File: config.mk
export PLATFORM = sky130hd
export DESIGN_NAME = uart_tx_framer
export DESIGN_NICKNAME = d
export VERILOG_FILES = /design/src/rtl/uart_tx_framer.sv
export SDC_FILE = /design/constraint.sdc
export NUM_CORES = 1
export LEC_CHECK = 0
export ABC_AREA = 1
export CAP_MARGIN = 20
export CORE_MARGIN = 5
export CORE_UTILIZATION = 43
export DETAILED_ROUTE_END_ITERATION = 16
export PLACE_DENSITY = 0.76
export SYNTH_ARGS = -nofsm -noshare
export SYNTH_HDL_FRONTEND = slang
export SYNTH_SLANG_ARGS = --single-unit
File: constraint.sdc
create_clock -name clk_i -period 1.7 [get_ports clk_i]
set_input_delay 0.34 -clock clk_i [delete_from_list [all_inputs] [get_ports clk_i]]
set_output_delay 0.34 -clock clk_i [all_outputs]
set_load 0.01 [all_outputs]
File: src/rtl/uart_tx_framer.sv
// rtl/uart_tx_framer.sv - wraps each payload frame in sof0/sof1/seq header and a trailing mod-256 checksum
// One-entry registered output; ld = ~valid_o | ready_i gates every output-register update.
module uart_tx_framer #(
  parameter int         width_p       = 8,
  parameter int         frame_bytes_p = 76800,
  parameter logic [7:0] sof0_p        = 8'hA5,
  parameter logic [7:0] sof1_p        = 8'h5A
) (
  input  logic               clk_i,
  input  logic               reset_i,
  output logic               ready_o,
  input  logic               valid_i,
  input  logic [width_p-1:0] data_i,
  input  logic               ready_i,
  output logic               valid_o,
  output logic [width_p-1:0] data_o,
  output logic [7:0]         frame_seq_o,
  output logic               busy_o
);

  localparam int cnt_w_lp = (frame_bytes_p > 1) ? $clog2(frame_bytes_p) : 1;
  localparam logic [cnt_w_lp-1:0] last_cnt_lp = cnt_w_lp'(frame_bytes_p - 1);

  typedef enum logic [2:0] {IDLE, SOF1, SEQ, PAYLOAD, CSUM} state_e;

  state_e              state_q, state_d;
  logic                valid_q, valid_d;
  logic [width_p-1:0]  data_q,  data_d;
  logic [7:0]          seq_q,   seq_d;
  logic [7:0]          csum_q,  csum_d;
  logic [cnt_w_lp-1:0] cnt_q,   cnt_d;

  logic ld;
  logic accept;
  logic last_byte;

  assign ld        = ~valid_q | ready_i;
  assign accept    = (state_q == PAYLOAD) & ld & valid_i;
  assign last_byte = (cnt_q == last_cnt_lp);

  always_ff @(posedge clk_i or negedge reset_i) begin
    if (!reset_i) begin
      state_q <= IDLE;
      valid_q <= 1'b0;
      data_q  <= '0;
      seq_q   <= '0;
      csum_q  <= '0;
      cnt_q   <= '0;
    end else begin
      state_q <= state_d;
      valid_q <= valid_d;
      data_q  <= data_d;
      seq_q   <= seq_d;
      csum_q  <= csum_d;
      cnt_q   <= cnt_d;
    end
  end

  always_comb begin
    state_d = state_q;
    case (state_q)
      IDLE:    if (ld && valid_i)      state_d = SOF1;
      SOF1:    if (ld)                 state_d = SEQ;
      SEQ:     if (ld)                 state_d = PAYLOAD;
      PAYLOAD: if (accept && last_byte) state_d = CSUM;
      CSUM:    if (ld)                 state_d = IDLE;
      default:                         state_d = IDLE;
    endcase
  end

  // Header loads never consume a payload byte; only PAYLOAD raises ready_o.
  always_comb begin
    valid_d = valid_q;
    data_d  = data_q;
    seq_d   = seq_q;
    csum_d  = csum_q;
    cnt_d   = cnt_q;
    ready_o = 1'b0;
    busy_o  = (state_q != IDLE);
    case (state_q)
      IDLE: begin
        if (ld) begin
          valid_d = valid_i;
          if (valid_i) data_d = width_p'(sof0_p);
        end
      end
      SOF1: begin
        if (ld) begin
          valid_d = 1'b1;
          data_d  = width_p'(sof1_p);
        end
      end
      SEQ: begin
        if (ld) begin
          valid_d = 1'b1;
          data_d  = width_p'(seq_q);
          csum_d  = '0;
          cnt_d   = '0;
        end
      end
      PAYLOAD: begin
        ready_o = ld;
        if (ld) valid_d = valid_i;
        if (accept) begin
          data_d = data_i;
          csum_d = csum_q + 8'(data_i);
          cnt_d  = last_byte ? '0 : cnt_q + cnt_w_lp'(1);
        end
      end
      CSUM: begin
        if (ld) begin
          valid_d = 1'b1;
          data_d  = width_p'(csum_q);
          seq_d   = seq_q + 8'd1;
          cnt_d   = '0;
        end
      end
      default: ;
    endcase
  end

  assign valid_o     = valid_q;
  assign data_o      = data_q;
  assign frame_seq_o = seq_q;

endmodule

* Word-level counts from Yosys, hierarchy flattened *
Index checks and enable logic that the tools add are counted.

storage, ports and cells
  bits in registers = 45
  latch bits = 0
  memory bits (writable) = 0
  ROM bits = 0
  output and inout bits = 19
  word-level logic and storage cells = 70
  memories kept = 0

cells by class
  $add $sub $neg = 3
  $mul = 0
  div/mod/pow operators = 0
  magnitude comparators = 0
  eq/ne operators = 16
  shift-type cells = 0
  muxes and demuxes = 24
  bitwise operators = 4
  reductions and logical operators = 17

operators by type and width
  kind                     number
  $mux W8                  8
  $mux W17                 3
  $pmux W8 S5              1
  $pmux W17 S2             1
  $add A17 B1 Y17 const B  1
  $eq A17 B17 Y1 const B   1
  $pmux W8 S2              1
  $mux W3                  5
  $pmux W3 S5              1
  $ne A2 B2 Y1 const B     7
  $reduce_and A3 Y1        3
  $add A8 B1 Y8 const B    1
  $add A8 B8 Y8            1
  $ne A2 B1 Y1 const B     4
  $reduce_and A7 Y1        1
  $eq A3 B2 Y1 const B     2
  $reduce_bool A2 Y1       3
  $reduce_and A5 Y1        1
  $reduce_bool A5 Y1       1
  $reduce_or A2 Y1         2
  $eq A3 B1 Y1 const B     1
  $eq A3 B3 Y1 const B     1
  $logic_not A3 Y1         1
  $mux W1                  3
  other kinds (8)          10

* Logic depth before layout (Yosys ltp) *
Gate-level depths: netlist of run 1.

  depth in word-level cells = 7
  depth in mapped cells = 10

* Least setup slack after synthesis of run 1 *
No wires, ideal clock.

  kind = reg2reg
  start = register valid_q, in the netlist valid_o
  end = register cnt_q[4]
  library setup time = 0.124 ns
  arrival = 1.359 ns
  required time = 1.576 ns
  path slack = 0.217 ns
  cell stages (with the launch flop) = 10
  clock period less this slack = 1.483 ns
  path through = dfrtp_1 > inv_1 > nor2_1 > nor2_2 > nand2_2 > nand2_2 > buf_6 > buf_6 > o2111ai_2 > o21ai_2

on the way
  word-level cells in the longest chain between the ends = 6
  elaborated cells on any way between the ends = 7
  those cells by class = 2 x eq/ne; 4 x bitwise; 1 x reduce/logical

RTL lines
  element                        RTL line  RTL
  start, declared                27        logic valid_q, valid_d;
  start signal, assigned         51        valid_q <= valid_d;
  $not A1 Y1 *                   37        assign ld = ~valid_q | ready_i;
  $or A1 B1 Y1 *                 37
  $and A1 B1 Y1 (2 in a row)     38        assign accept = (state_q == PAYLOAD) & ld & valid_i;
  $ne A2 B2 Y1 (no line)         -
  $reduce_and A3 Y1 (no line) *  -
  end signal, assigned           55        cnt_q <= cnt_d;
  end, declared                  31        logic [cnt_w_lp-1:0] cnt_q, cnt_d;

Every way passes the cells marked *; elsewhere a longest branch is shown, timed or not.
A chain may end at the register's enable or synchronous reset.

* Worst setup path after layout of run 1 *
  start = register seq_q[0], in the netlist frame_seq_o[0]
  end = output frame_seq_o[0]

RTL lines
  element                 RTL line  RTL
  start, declared         29        logic [7:0] seq_q, seq_d;
  start signal, assigned  53        seq_q <= seq_d;
  end, declared           17        output logic [7:0] frame_seq_o,

No word-level cell between the ends.

==> results.yml, run 1 <==
die:
  fp.dieH_um: 91.4
  die_area_um2: 8350
  pin_count: 31
  placementRows: 29
  die_w_um: 91.4
  initial_utilization_pct: 44.6
  core-area_um2: 6390
timing:
  clock.fmax_mhz: 604
  finalHoldViolations: 0
  post-route-period-util_pct: 97.4
  finalSetupViolCount: 0
  tns_ps: 0
  fin_skew_ps: 15.5
  slew_headroom_pct: 73.5
  rsz0062_at_grt: "true"
  drv_slew: 0
  tightestPinTransition_ps: 398
  fin_crit_ps: 1660
cts:
  cts_setup_buffers: 0
  clk_latency_ps: 300
  htreeDepth: 2
  ctsRootBufferMaster: "clkbuf_8"
  cts_buffers: 5
  cts_tree: "built"
  clkTransAtPathRegs_ps: 90
  cts_buffer_depth: 2
  cts_sinks: 45
yosys:
  yosysUniqueCellTypes: 33
  synth_fp_nets: 420
  synth_top_cells_by_count: "137 x nand2_1, 45 x dfrtp_1, 45 x inv_1"
  synth_area_leader_cell: "dfrtp_1"
  yosys_warnings: 0
  yosysMostFrequentCell: "nand2_1"
  synth_area_leaders: "dfrtp_1 40%, nand2_1 18%, inv_1 5.9%"
  synthCells: 398
  async_reset_ff_share_pct: 100
  ys.flop_type: "dfrtp_1"
  syn_area_um2: 2850
  synth_top_area_share_pct: 39.6
  synth-seq-cells: 45
  yosysSeqAreaShare_pct: 39.6
  synth_edf_count: 0
  syn_area_per_cell_um2: 7.15
finish:
  drive_above_1_share_pct: 14.4
  area_delta_synth_final_pct: 26.2
  nNetsFinal: 479
  final.fill_count: 591
  antennaDiodeCount: 0
  stdcell_area_um2: 3590
setup_path:
  crit_type: "reg -> out"
  crit_required_ps: 1360
  cp-endpoint: "frame_seq_o[0]"
  startpoint: "frame_seq_o[0]"
  start_kind: "flip-flop"
  crit_path_max_fanout: 5
  crit_chain: "clkdlybuf4s50_1"
  r2r_end: "csum_q[4]"
  crit_family: "buffers and inverters"
  crit_path_top_delay_cell: "clkdlybuf4s50_1"
  crit_cells: 1
  end_kind: "primary output"
  critPathBufInv: 1
  worstPathArrival_ps: 1320
  max_stage_delay_ps: 570
  regToRegStartpoint: "csum_q[0]"
  rr_worst_depth: 6
  reg2reg_slack_ps: 120
placement:
  io_buffers: 30
  gp_congestion: 0.927
  postPlaceCellArea_um2: 3410
  hpwlAfterDp_um: 5210
routing:
  drt_iter0_drc: 210
  vias: 2790
  ant_nets: 0
  drc: 0
  wl_um: 6990
  wire_per_inst_um: 13.1
  viasPerCell: 5.21
  drt_first_pass_iters: 4
grt:
  antenna_found_initial: 0
  grt_pass1_wl_um: 11800
  track_usage_pct: 17.0
  grt_pass1_vias: 2680
  overflow: 0
  grt_max_degree: 31
hold_path:
  worstHoldPathType: "in -> async"
power_and_ir_drop:
  p_leak_nw: 1.80
  ir_drop_uv: 879
  powerDensity_nw_per_um2: 1440
run_status:
  status: "finished clean"
job:
  maxCapViolCount: 0
[logic make-up after synthesis]
kind of cell             share of synthesized area [%]
adder cells (fa/ha/maj)                           4.66
AO/OA/AOI/OAI                                     8.79
XOR/XNOR                                          2.46
flip-flops                                        39.6
buffers and inverters                             7.56
AND/OR/NAND/NOR                                   37.0
[sequential cells by signal (all words and copies together) (netlist names)]
name	flops
csum_q	8
data_o	8
state_q	3
frame_seq_o	8
valid_o	1
cnt_q	17
[cell type report]
cell class	instances	area (µm²)	share of cell area, %
Clock buffer	6	72.6	2.02
Clock inverter	2	38.8	1.08
Inverter	48	180	5.02
Multi-Input combinational cell	301	1540	42.8
Sequential cell	45	1130	31.5
Tap cell	77	96.3	2.68
Timing Repair Buffer	56	534	14.9
[power breakdown]
part	switching [mW]	total [mW]	internal, mW	leakage [nW]
logic	1.46	2.60	1.14	1.18
registers	0.326	1.74	1.42	0.566
clock network	0.380	0.822	0.442	0.0554
[routing by layer]
metal	global-route usage (%)	up-vias	share of wire, %
met5	0	-	0
met4	6.11	0	2.3
met3	2.73	16	3.9
met2	28.8	73	49
met1	21.8	1294	45
li1	-	1407	-
[timing repair]
item,4_1_cts,5_1_grt
hold buffers,1,0
endpoints found under the setup margin,3,20
cloned,0,1
pin swaps,0,0
hold endpoints to repair,15,0
gates resized for setup,5,13
[metrics by stage]
step                      cells  util (%)  power [mW]  setup slack, ps  hold slack (ps)
after CTS                   534      55.3        5.07             4.15              484
after floorplan             398         -        3.27              217             44.4
after global placement      525      53.4        4.18             -280              292
final                       535      56.3        5.17             44.8              483
after detailed placement    525      53.4        4.23             -313              294
after global routing        535      56.3        5.61            -56.3              518
[worst min-delay path by stage]
stage	from	to	slack [ps]	depth (start not counted)
finish	reset_i	cnt_q[9]	480	2
global route	reset_i	cnt_q[9]	520	2
CTS	data_o[6]	data_o[6]	480	2
detailed placement	reset_i	cnt_q[14]	290	1
global placement	reset_i	cnt_q[14]	290	1
floorplan	reset_i	cnt_q[0]	40	0
[cells in the final DEF (no fill, tap or decap), types with 2 or more instances in the layout]
| master | count |
|---|---|
| a21oi_1 | 7 |
| buf_12 | 2 |
| buf_4 | 22 |
| clkbuf_8 | 5 |
| clkdlybuf4s50_1 | 27 |
| dfrtp_1 | 41 |
| dfrtp_2 | 4 |
| ha_1 | 9 |
| inv_1 | 45 |
| inv_2 | 3 |
| nand2_1 | 134 |
| nand2_2 | 7 |
| nand2_4 | 2 |
| nand3_1 | 26 |
| nand3_2 | 2 |
| nand4_1 | 21 |
| nor2_1 | 37 |
| nor2_2 | 5 |
| nor2_4 | 2 |
| nor3_1 | 4 |
| o21ai_0 | 18 |
| o21ai_1 | 3 |
| o21ai_2 | 5 |
| xnor2_1 | 2 |
| xor2_1 | 6 |
Note: power is estimated with default switching activity, not from simulation.
==> inputs of run 2 (changes only) <==
- SLEW_MARGIN: unset -> 20
==> results of run 2 <==
No change in the layout: final DEF, timing and power equal those of run 1.
==> inputs of run 3 (changes only) <==
- CAP_MARGIN: 20 -> unset
- CTS_CLUSTER_DIAMETER: unset -> 100
- clock period: 1.7 -> 2 ns (I/O delays scaled with it)
==> results.yml, run 3 (same netlist as run 1, synthesis figures left out) <==
setup_path:
  critPathBufInv: 1
  crit_cells: 3
  crit_required_ps: 1600
  crit_path_max_fanout: 7
  crit_chain: "nor2_2, nand2_1, clkdlybuf4s50_1"
  r2r_end: "cnt_q[16]"
  regToRegStartpoint: "cnt_q[0]"
  end_kind: "primary output"
  crit_type: "reg -> out"
  worstPathArrival_ps: 1520
  rr_worst_depth: 10
  crit_family: "buffers and inverters"
  reg2reg_slack_ps: 260
  startpoint: "state_q[1]"
  cp-endpoint: "busy_o"
  max_stage_delay_ps: 490
  crit_path_top_delay_cell: "clkdlybuf4s50_1"
  start_kind: "flip-flop"
grt:
  overflow: 0
  grt_pass1_wl_um: 12700
  grt_pass1_vias: 2782
  grt_max_degree: 30
  track_usage_pct: 18.3
  antenna_found_initial: 0
timing:
  drv_slew: 0
  fin_skew_ps: 10.8
  tightestPinTransition_ps: 526
  fin_crit_ps: 1920
  finalHoldViolations: 0
  post-route-period-util_pct: 96.0
  rsz0062_at_grt: "false"
  slew_headroom_pct: 65.0
  clock.fmax_mhz: 521
  finalSetupViolCount: 0
die:
  initial_utilization_pct: 44.6
  core-area_um2: 6390
  die_w_um: 91.4
  die_area_um2: 8350
  pin_count: 31
  fp.dieH_um: 91.4
  placementRows: 29
routing:
  drt_iter0_drc: 144
  drt_first_pass_iters: 4
  wire_per_inst_um: 13.9
  drc: 0
  ant_nets: 0
  vias: 2760
  wl_um: 7160
  viasPerCell: 5.35
finish:
  multi_input_area_um2: 1510
  final.fill_count: 617
  regArea_um2: 1130
  layout_common_cells: "137 x nand2_1, 45 x inv_1, 42 x dfrtp_1"
  drive_above_1_share_pct: 8.88
  fin_cells: 516
  area_delta_synth_final_pct: 19.5
  antennaDiodeCount: 0
  layout_commonest_cell: "nand2_1"
  stdcell_area_um2: 3400
  nNetsFinal: 460
  largest_register_ffs: 17
  regMostFlops: "cnt_q"
cts:
  cts_tree: "built"
  cts_buffer_depth: 2
  clk_latency_ps: 310
  cts_buffers: 5
  htreeDepth: 2
  cts_sinks: 45
  ctsRootBufferMaster: "clkbuf_8"
  clkTransAtPathRegs_ps: 90
power_and_ir_drop:
  p_total_mw: 4.18
  powerDensity_nw_per_um2: 1230
  ir_drop_uv: 599
  p_leak_nw: 1.72
hold_path:
  worstHoldPathType: "in -> async"
job:
  maxCapViolCount: 0
placement:
  dp.cells: 507
  hpwlAfterDp_um: 5370
  io_buffers: 30
  gp_congestion: 0.885
  postPlaceCellArea_um2: 3270
run_status:
  status: "finished clean"
[run 3: stage by stage]
step / util (%) / setup WS, ps / TNS, ps / hold slack, ps
final: 53.3 / 80.8 / 0 / 61.4
after global routing: 53.3 / 31.9 / 0 / 97.5
after floorplan: - / 502 / 0 / 104
after CTS: 53.2 / 15.4 / 0 / 85.2
after global placement: 51.3 / -20.6 / -20.6 / 406
after detailed placement: 51.3 / -121 / -129 / 415
[run 3: worst reg2reg max path, cell delays in order (launching register included)]
cell and delay [ps]:
dfrtp_1 400, ha_1 190, nand2_1 120, nor2_1 150
nand2_1 130, inv_1 130, nand3_1 160, nand2_1 140
nand2_4 90, inv_1 80, nor2_1 40
[run 3: worst min-delay path by stage]
stage,cells after the start,slack [ps],to,from
2_1_floorplan,0,100,cnt_q[0],reset_i
3_3_place_gp,1,410,cnt_q[16],reset_i
3_5_place_dp,1,420,cnt_q[16],reset_i
4_1_cts,1,90,cnt_q[12],reset_i
5_1_grt,1,100,csum_q[1],reset_i
6_report,1,60,cnt_q[12],reset_i
[run 3: cell type report]
cell class | count | area share, %
clock inverter | 2 | 1.14
tap | 77 | 2.83
sequential | 45 | 33.2
clock buffer | 6 | 2.13
timing repair buffer | 37 | 11.0
inverter | 48 | 5.30
multi-input combinational | 301 | 44.3
[run 3: where the power goes]
part,switching (mW),total (mW),internal (mW)
combinational,1.19,1.98,0.796
clock,0.336,0.711,0.376
sequential,0.281,1.49,1.21
[run 3: per-layer routing]
metal,routed length (µm),up-vias,track usage (%)
met1,3170,1299,23.9
li1,-,1374,-
met3,270,21,3.64
met5,0,-,0
met4,212,0,6.72
met2,3510,66,29.9
[run 3: what timing repair did]
item	CTS	global route
pin swaps	0	0
resized for setup	2	3
hold buffers	0	0
endpoints found under the setup margin	1	2
setup buffers	1	0
